<file path="config.mk">
export PLATFORM = sky130hd
export DESIGN_NAME = jstk_axis_conditioner_flat
export DESIGN_NICKNAME = d
export VERILOG_FILES = /design/src/rtl/jstk_cond_pkg.sv /design/src/rtl/jstk_axis_conditioner_if.sv /design/src/rtl/jstk_axis_cond.sv /design/src/rtl/jstk_axis_conditioner.sv /design/src/flat_wrapper.sv
export SDC_FILE = /design/constraint.sdc
export NUM_CORES = 1
export LEC_CHECK = 0
export BUFFER_PORTS_ARGS = -buffer_cell sky130_fd_sc_hd__buf_2
export CORE_MARGIN = 1
export CORE_UTILIZATION = 44
export DETAILED_ROUTE_END_ITERATION = 6
export MAX_ROUTING_LAYER = met4
export PLACE_DENSITY_LB_ADDON = 0.05
export SLEW_MARGIN = 10
export SYNTH_ARGS = -nofsm -noshare
export SYNTH_HDL_FRONTEND = slang
export SYNTH_SLANG_ARGS = --single-unit
</file>
<file path="constraint.sdc">
create_clock -name clk -period 2.8 [get_ports clk]
set_clock_uncertainty 0.05 [all_clocks]
set_input_delay 0.56 -clock clk [delete_from_list [all_inputs] [get_ports clk]]
set_output_delay 0.56 -clock clk [all_outputs]
set_load 0.02 [all_outputs]
</file>
<file path="src/rtl/jstk_cond_pkg.sv">
// Shared defaults and FSM encoding for the joystick axis conditioner.
package jstk_cond_pkg;

  localparam int DATA_W_DEF = 10;
  localparam int CENTER_DEF = 512;

  typedef enum logic [1:0] {
    IDLE     = 2'd0,
    DEADBAND = 2'd1,
    FILTER   = 2'd2,
    SLEW     = 2'd3
  } state_e;

endpackage

</file>
<file path="src/rtl/jstk_axis_conditioner_if.sv">
// Sample-in / conditioned-out bundle between the SPI joystick front end and the steering stages.
interface jstk_axis_conditioner_if
  import jstk_cond_pkg::*;
#(
  parameter int DATA_W = DATA_W_DEF
);

  logic [DATA_W-1:0] x_val;
  logic [DATA_W-1:0] y_val;
  logic              in_valid;
  logic [DATA_W-1:0] x_out;
  logic [DATA_W-1:0] y_out;
  logic              out_valid;
  logic              stale;

  modport master (
    output x_val, y_val, in_valid,
    input  x_out, y_out, out_valid, stale
  );

  modport slave (
    input  x_val, y_val, in_valid,
    output x_out, y_out, out_valid, stale
  );

endinterface

</file>
<file path="src/rtl/jstk_axis_cond.sv">
// One joystick axis: deadband, optional 4-tap average (JSTK_AVG_EN) and slew limiter.
// Each stage is stepped by enables from the shared top-level FSM.
module jstk_axis_cond
  import jstk_cond_pkg::*;
#(
  parameter int DATA_W    = DATA_W_DEF,
  parameter int CENTER    = CENTER_DEF,
  parameter int DEADZONE  = 16,
  parameter int SLEW_STEP = 8
) (
  input  logic              clk,
  input  logic              rst,
  input  logic [DATA_W-1:0] val_i,
  input  logic              ld_raw_i,
  input  logic              ld_center_i,
  input  logic              db_en_i,
`ifdef JSTK_AVG_EN
  input  logic              avg_en_i,
`endif
  input  logic              slew_en_i,
  output logic [DATA_W-1:0] out_o
);

  localparam int                       SW   = DATA_W + 1;
  localparam logic [DATA_W-1:0]        CTR  = DATA_W'(CENTER);
  localparam logic signed [SW-1:0]     DZ   = SW'(DEADZONE);
  localparam logic signed [SW-1:0]     STEP = SW'(SLEW_STEP);

  function automatic logic [DATA_W-1:0] deadband(input logic [DATA_W-1:0] v);
    logic signed [SW-1:0] d;
    d = $signed({1'b0, v}) - $signed({1'b0, CTR});
    if ((d <= DZ) && (d >= -DZ)) begin
      return CTR;
    end else begin
      return v;
    end
  endfunction

  // Clamped step toward tgt; landing exactly on tgt when within reach prevents overshoot.
  function automatic logic [DATA_W-1:0] slew(input logic [DATA_W-1:0] cur,
                                             input logic [DATA_W-1:0] tgt);
    logic signed [SW-1:0] d;
    logic signed [SW-1:0] nxt;
    d = $signed({1'b0, tgt}) - $signed({1'b0, cur});
    if (d > STEP) begin
      nxt = $signed({1'b0, cur}) + STEP;
    end else if (d < -STEP) begin
      nxt = $signed({1'b0, cur}) - STEP;
    end else begin
      nxt = $signed({1'b0, tgt});
    end
    return nxt[DATA_W-1:0];
  endfunction

  logic [DATA_W-1:0] raw_q, raw_d;
  logic [DATA_W-1:0] tgt_q, tgt_d;
  logic [DATA_W-1:0] out_q, out_d;

`ifdef JSTK_AVG_EN
  localparam int                SUM_W   = DATA_W + 2;
  localparam logic [SUM_W-1:0]  SUM_RST = SUM_W'(4 * CENTER);

  logic [DATA_W-1:0] tap_q [4];
  logic [DATA_W-1:0] tap_d [4];
  logic [SUM_W-1:0]  sum_q, sum_d;

  // Running sum: drop the oldest tap, add the deadbanded sample.
  always_comb begin
    tap_d = tap_q;
    sum_d = sum_q;
    if (avg_en_i) begin
      tap_d[0] = tgt_q;
      tap_d[1] = tap_q[0];
      tap_d[2] = tap_q[1];
      tap_d[3] = tap_q[2];
      sum_d    = sum_q - {2'b00, tap_q[3]} + {2'b00, tgt_q};
    end else begin
      tap_d = tap_q;
      sum_d = sum_q;
    end
  end

  // Averaging buffer registers.
  always_ff @(posedge clk or negedge rst) begin
    if (!rst) begin
      tap_q <= '{CTR, CTR, CTR, CTR};
      sum_q <= SUM_RST;
    end else begin
      tap_q <= tap_d;
      sum_q <= sum_d;
    end
  end
`endif

  // tgt carries the deadband result, then the average, then feeds the slew stage.
  always_comb begin
    raw_d = raw_q;
    tgt_d = tgt_q;
    out_d = out_q;
    if (ld_raw_i) begin
      raw_d = val_i;
    end else begin
      raw_d = raw_q;
    end
    if (ld_center_i) begin
      tgt_d = CTR;
    end else if (db_en_i) begin
      tgt_d = deadband(raw_q);
`ifdef JSTK_AVG_EN
    end else if (avg_en_i) begin
      tgt_d = sum_d[SUM_W-1:2];
`endif
    end else begin
      tgt_d = tgt_q;
    end
    if (slew_en_i) begin
      out_d = slew(out_q, tgt_q);
    end else begin
      out_d = out_q;
    end
  end

  // Pipeline and output registers.
  always_ff @(posedge clk or negedge rst) begin
    if (!rst) begin
      raw_q <= CTR;
      tgt_q <= CTR;
      out_q <= CTR;
    end else begin
      raw_q <= raw_d;
      tgt_q <= tgt_d;
      out_q <= out_d;
    end
  end

  assign out_o = out_q;

endmodule

</file>
<file path="src/rtl/jstk_axis_conditioner.sv">
// Two-axis joystick conditioner: shared FSM sequencing two jstk_axis_cond lanes plus idle timeout.
// Define JSTK_AVG_EN to include the FILTER stage and averaging buffer (latency 3 instead of 2).
module jstk_axis_conditioner
  import jstk_cond_pkg::*;
#(
  parameter int DATA_W      = DATA_W_DEF,
  parameter int CENTER      = CENTER_DEF,
  parameter int DEADZONE    = 16,
  parameter int SLEW_STEP   = 8,
  parameter int TIMEOUT_CYC = 10_000_000
) (
  input  logic                    clk,
  input  logic                    rst,
  jstk_axis_conditioner_if.slave  bus
);

  localparam int               CNT_W   = (TIMEOUT_CYC > 2) ? $clog2(TIMEOUT_CYC) : 1;
  localparam logic [CNT_W-1:0] CNT_MAX = CNT_W'(TIMEOUT_CYC - 1);

  state_e           state_q, state_d;
  logic [CNT_W-1:0] cnt_q, cnt_d;
  logic             stale_q, stale_d;
  logic             out_valid_q, out_valid_d;
  logic             accept_s, wrap_s;
  logic             ld_raw_s, ld_center_s, db_en_s, slew_en_s;
`ifdef JSTK_AVG_EN
  logic             avg_en_s;
`endif

  // Next state, idle counter and stage enables; a sample beats a simultaneous timeout.
  always_comb begin
    accept_s    = bus.in_valid && (state_q == IDLE);
    wrap_s      = (cnt_q == CNT_MAX);
    state_d     = state_q;
    stale_d     = stale_q;
    out_valid_d = 1'b0;
    ld_raw_s    = 1'b0;
    ld_center_s = 1'b0;
    db_en_s     = 1'b0;
    slew_en_s   = 1'b0;
`ifdef JSTK_AVG_EN
    avg_en_s    = 1'b0;
`endif
    if (accept_s || wrap_s) begin
      cnt_d = {CNT_W{1'b0}};
    end else begin
      cnt_d = cnt_q + CNT_W'(1);
    end
    case (state_q)
      IDLE: begin
        if (accept_s) begin
          ld_raw_s = 1'b1;
          stale_d  = 1'b0;
          state_d  = DEADBAND;
        end else if (wrap_s) begin
          ld_center_s = 1'b1;
          stale_d     = 1'b1;
          state_d     = SLEW;
        end else begin
          state_d = IDLE;
        end
      end
      DEADBAND: begin
        db_en_s = 1'b1;
`ifdef JSTK_AVG_EN
        state_d = FILTER;
`else
        state_d = SLEW;
`endif
      end
      FILTER: begin
`ifdef JSTK_AVG_EN
        avg_en_s = 1'b1;
        state_d  = SLEW;
`else
        state_d  = IDLE;
`endif
      end
      SLEW: begin
        slew_en_s   = 1'b1;
        out_valid_d = 1'b1;
        state_d     = IDLE;
      end
      default: begin
        state_d = IDLE;
      end
    endcase
  end

  // Control registers.
  always_ff @(posedge clk or negedge rst) begin
    if (!rst) begin
      state_q     <= IDLE;
      cnt_q       <= {CNT_W{1'b0}};
      stale_q     <= 1'b0;
      out_valid_q <= 1'b0;
    end else begin
      state_q     <= state_d;
      cnt_q       <= cnt_d;
      stale_q     <= stale_d;
      out_valid_q <= out_valid_d;
    end
  end

  jstk_axis_cond #(
    .DATA_W(DATA_W), .CENTER(CENTER), .DEADZONE(DEADZONE), .SLEW_STEP(SLEW_STEP)
  ) u_x (
    .clk(clk), .rst(rst), .val_i(bus.x_val),
    .ld_raw_i(ld_raw_s), .ld_center_i(ld_center_s), .db_en_i(db_en_s),
`ifdef JSTK_AVG_EN
    .avg_en_i(avg_en_s),
`endif
    .slew_en_i(slew_en_s), .out_o(bus.x_out)
  );

  jstk_axis_cond #(
    .DATA_W(DATA_W), .CENTER(CENTER), .DEADZONE(DEADZONE), .SLEW_STEP(SLEW_STEP)
  ) u_y (
    .clk(clk), .rst(rst), .val_i(bus.y_val),
    .ld_raw_i(ld_raw_s), .ld_center_i(ld_center_s), .db_en_i(db_en_s),
`ifdef JSTK_AVG_EN
    .avg_en_i(avg_en_s),
`endif
    .slew_en_i(slew_en_s), .out_o(bus.y_out)
  );

  assign bus.out_valid = out_valid_q;
  assign bus.stale     = stale_q;

endmodule

</file>
<file path="src/flat_wrapper.sv">
// flat-port wrapper written by rule: the top's interface ports become plain ports
module jstk_axis_conditioner_flat import jstk_cond_pkg::*;
#(
  parameter int DATA_W      = DATA_W_DEF,
  parameter int CENTER      = CENTER_DEF,
  parameter int DEADZONE    = 16,
  parameter int SLEW_STEP   = 8,
  parameter int TIMEOUT_CYC = 10_000_000
)
  (clk, rst, bus_x_val, bus_y_val, bus_in_valid, bus_x_out, bus_y_out, bus_out_valid, bus_stale);
  jstk_axis_conditioner_if #(.DATA_W(DATA_W)) bus_i ();
  input  logic clk;
  input  logic rst;
  input wire logic [$bits(bus_i.x_val)-1:0] bus_x_val;
  input wire logic [$bits(bus_i.y_val)-1:0] bus_y_val;
  input wire logic [$bits(bus_i.in_valid)-1:0] bus_in_valid;
  output wire logic [$bits(bus_i.x_out)-1:0] bus_x_out;
  output wire logic [$bits(bus_i.y_out)-1:0] bus_y_out;
  output wire logic [$bits(bus_i.out_valid)-1:0] bus_out_valid;
  output wire logic [$bits(bus_i.stale)-1:0] bus_stale;
  assign bus_i.x_val = bus_x_val;
  assign bus_i.y_val = bus_y_val;
  assign bus_i.in_valid = bus_in_valid;
  assign bus_x_out = bus_i.x_out;
  assign bus_y_out = bus_i.y_out;
  assign bus_out_valid = bus_i.out_valid;
  assign bus_stale = bus_i.stale;
  jstk_axis_conditioner #(.DATA_W(DATA_W), .CENTER(CENTER), .DEADZONE(DEADZONE), .SLEW_STEP(SLEW_STEP), .TIMEOUT_CYC(TIMEOUT_CYC)) u_core (.clk(clk), .rst(rst), .bus(bus_i));
endmodule
</file>
==> results.txt <==
* Number of input and output port buffers inserted: 44
- Initial core utilization: 45.9%
- Counting I/O delays and the setup requirement, the final critical path takes 3.06 ns.
- In the layout the commonest cells are 89 x buf_4, 69 x dfrtp_1, 51 x nor2_1.
* Synthesized flop and latch total: 88
- Combinational logic burns 67.8% of the power.
- Global routing consumed, over all layers together, 22.8% of the routing resources.
- CTS tree: built
* Initial drt markers: 255
- After synthesis, the largest family of logic cells by area is simple AND/OR/NAND/NOR gates.
* Post-synthesis share of cell area spent on full adders, half adders and majority gates: 6.59%
- The clock passes through at most 2 buffers.
- Number of warnings reported in the yosys synthesis log: 0
- A synthesized cell averages 9.72 um^2.
* Pin slew with the least headroom to its limit: 0.771 ns
- Number of top-level design ports: 45
- Final period util: 109%
- For this block, the routed nets add up to 13,300 um of wire.
* Outcome: complete, but fails checks
* Post-synthesis share of cell area spent on xor and xnor gates: 6.05%
* Global-route wire length before repair: 22,000 um
- Detailed-route wire length per cell: 15.8 um
* RD Place Congestion: 0.861
- Setup repair after global routing missed its margin: true
- Headroom to the max-slew limit: 48.3%
* Leading cell type in the layout, fill and taps excluded: buf_4
* Pwr dens: 1550 mW/mm^2
* Initial antenna violation count: 0
- Synth Instances: 551
- Clock-pin slew was measured on the worst setup and hold paths at 0.07 ns.
- Final-report max-slew violation count: 0
- Summing the areas of all compound-gate instances in the mapped netlist gives 17.1% of the synthesized area.
- In this run the standard cell core region covers 0.0117 mm^2.
- For this run, asynchronously set or reset flops after synthesis account for 100%.
- Die height: 112 um
- Post-route non-filler standard cell count: 843
- The analysis attributes to cell leakage a power of 3.23 nW.
- Across the whole layout, storage elements account for 0.00223 mm^2.
- Placed Cells incl. Taps: 813
* Vias: 4,609
- Total net switching power: 0.00478 W
* Number of sinks handled by clock tree synthesis: 88
* Number of core rows: 39
* Number of different library cells in the post-synthesis netlist: 76
- Multiplexer cells account for 6.07% of the synthesized area.
- In the routed design, unresolved DRC markers number 2.
- Cell internal pwr: 0.00643 W
- Synthesis produced a netlist with a net count of 601.
- Switching fraction of total power: 42.7%
- The synthesized netlist occupies a cell area of 0.00536 mm^2.
* Synth Area in Simple Gates: 19.3%
* P&R area growth vs syn: 35.1%
* Post-CTS Hold Fix Bufs: 0
- The net count of the finished layout is 745.
* Kind of capture point of the worst setup path: flop
* Core utilization of the finished layout: 62.1%
- Smallest hold slack: 0.0305 ns
* Violations in the final reports: DRC, setup timing
- The filler cells instantiated in the layout total 998.
- Latest clock arrival within the worst-skew pair: 0.34 ns
- Derived from the worst setup path, the maximum achievable clock frequency is 327 MHz.
- Critical path peak fanout: 4
- For this run the aggregate overflow at the end of global routing stands at 0.
- Total die area: 0.0126 mm^2
- Required @ worst endpoint: 2.98 ns
* Remaining antenna violation count after routing: 0
- Via count of the first global-routing pass: 4,532
* Ant. Diodes: 0
- The pre-antenna-repair detailed-routing pass consisted of 7 iterations.
- Seq pwr share: 19.7%
* Power share of the clock group: 12.5%
* Max H-tree Level: 3
* Pre-CTS WS: -0.246 ns
* Maximum ir drop on the vdd rail: 0.000559 V
* Total Power Consumption: 0.0112 W
- Total area of multi-input combinational cells: 0.00331 mm^2
- Path category of the worst min-delay check: input pin to async pin
* Pin count of the biggest net entering global routing: 45
- Across the run, the number of max-cap violations was 0.
- The HPWL after detailed placement is 9900 um.
* Number of synthesized flops with an enable pin: 0
- STA classifies the critical path startpoint as a flop.
- Number of vias per cell: 5.47
- Ys flop type: dfrtp_1
- Of the synthesized area, sequential elements account for 41.2%.
- At the worst endpoint, the arrival time is 3.24 ns.
- Num CTS Buffers: 9
- Setup violations remaining at the end of the flow were counted as 19.
* Crit Path Class: flop to flop
* Fraction of final layout cells with drive strength greater than 1: 40.3%
- Final setup slack of the worst path: -0.260 ns
* Hold Vio Cnt, Final: 0
* Clock root buffer master: clkbuf_16
- DIE WIDTH: 112 um
[what timing repair did]
item,in CTS,in global routing
pin swaps,16,28
endpoints found under the setup margin,20,20
buffers inserted,8,9
resized for setup,19,40
[final cells by class]
cell class,count,area share (%)
Sequential cell,88,30.7
Timing Repair Buffer,144,14.2
Tap cell,143,2.47
Inverter,39,2.09
Clock inverter,5,1.43
Multi-Input combinational cell,413,45.7
Clock buffer,11,3.35
[cell families after synthesis]
logic type,count (synthesis)
AND/OR/NAND/NOR,200
AO/OA/AOI/OAI,121
flip-flops,88
buffers and inverters,50
XOR/XNOR,37
multiplexers,28
adder cells (fa/ha/maj),27
[final timing paths]
path | start | to | slack (ns) | depth (start not counted)
setup / recovery | u_core.u_x.tgt_q[0]$_DFFE_PN0P_ | u_core.u_x.out_o[0]$_DFFE_PN0P_ | -0.26 | 13
hold / removal | rst | u_core.bus.out_valid$_DFF_PN0_ | 0.03 | 1
setup reg to reg | u_core.u_x.tgt_q[0]$_DFFE_PN0P_ | u_core.u_x.out_o[0]$_DFFE_PN0P_ | -0.26 | 13
hold reg to reg | u_core.cnt_q[0]$_DFF_PN0_ | u_core.cnt_q[0]$_DFF_PN0_ | 0.46 | 1
max in group asynchronous | rst | u_core.u_y.raw_q[9]$_DFFE_PN1P_ | 1.96 | 2
min in group clk | bus_x_val[3] | u_core.u_x.raw_q[3]$_DFFE_PN0P_ | 0.40 | 2
[critical path: stages (launching register included)]
cell,delay [ns]
dfrtp_1,0.40
inv_2,0.08
ha_4,0.13
inv_2,0.03
fa_2,0.35
a211oi_2,0.27
nor2_1,0.08
xor2_1,0.18
a211oi_2,0.22
nand3_2,0.12
or3_1,0.33
mux2i_2,0.20
nand2_2,0.17
mux2_4,0.35
[Yosys cell counts (3+ instances only)]
cell type,number,share of area (%)
a221o_1,4,0.75
nand2b_1,6,0.70
mux2_4,3,0.84
nand2_1,42,2.9
mux2_2,20,4.2
o311ai_0,3,0.49
xor2_1,19,3.1
xnor2_1,18,2.9
o211ai_1,3,0.42
o21ai_1,8,0.75
nand4_1,4,0.47
and3_1,11,1.3
or3_1,6,0.70
o21a_1,3,0.42
a31oi_1,3,0.35
a21o_1,3,0.42
nand3_1,29,2.7
nand3b_1,3,0.42
dfstp_2,6,2.9
nor4b_1,3,0.49
inv_1,38,2.7
ha_1,25,5.8
o21ai_0,30,2.8
a21oi_1,18,1.7
nor2_1,52,3.6
a22o_1,12,2.0
clkbuf_1,9,0.63
o221ai_1,4,0.65
a211oi_1,5,0.70
a311oi_1,3,0.49
mux2i_1,3,0.56
nor2b_1,4,0.47
dfrtp_1,82,38
nor3_1,15,1.4
[state kept, by name (all words and copies together) (netlist names)]
name	cells
u_core.u_y.raw_q	10
u_core.u_x.raw_q	10
u_core.cnt_q	24
u_core.u_x.tgt_q	10
u_core.bus.stale	1
u_core.u_y.out_o	10
u_core.u_x.out_o	10
u_core.state_q	2
u_core.bus.out_valid	1
u_core.u_y.tgt_q	10
[layer usage]
layer	GRT usage, %	up-vias	part of all wire, %
li1	-	2287	-
met1	31.6	2241	50
met2	34.3	65	46
met3	3.83	16	2.9
met4	6.84	0	1.4
met5	-	-	0
[per-stage QoR]
step                area (um^2)  TNS, ns
finish                     7240    -3.16
detailed placement         6540    -3.09
CTS                        7000    -2.42
global placement           6540    -1.96
floorplan                  5530   -0.582
global route               7240    -6.15
[power groups by stage]
| stage | logic [W] | registers, W | clock network (W) |
|---|---|---|---|
| after floorplan | 0.00407 | 0.00235 | 0 |
| after global placement | 0.00642 | 0.00221 | 0 |
| after detailed placement | 0.00652 | 0.00222 | 0 |
| after CTS | 0.00685 | 0.00220 | 0.00143 |
| after global routing | 0.00828 | 0.00228 | 0.00148 |
| final | 0.00761 | 0.00221 | 0.00140 |
(Power assumes the default switching activity.)
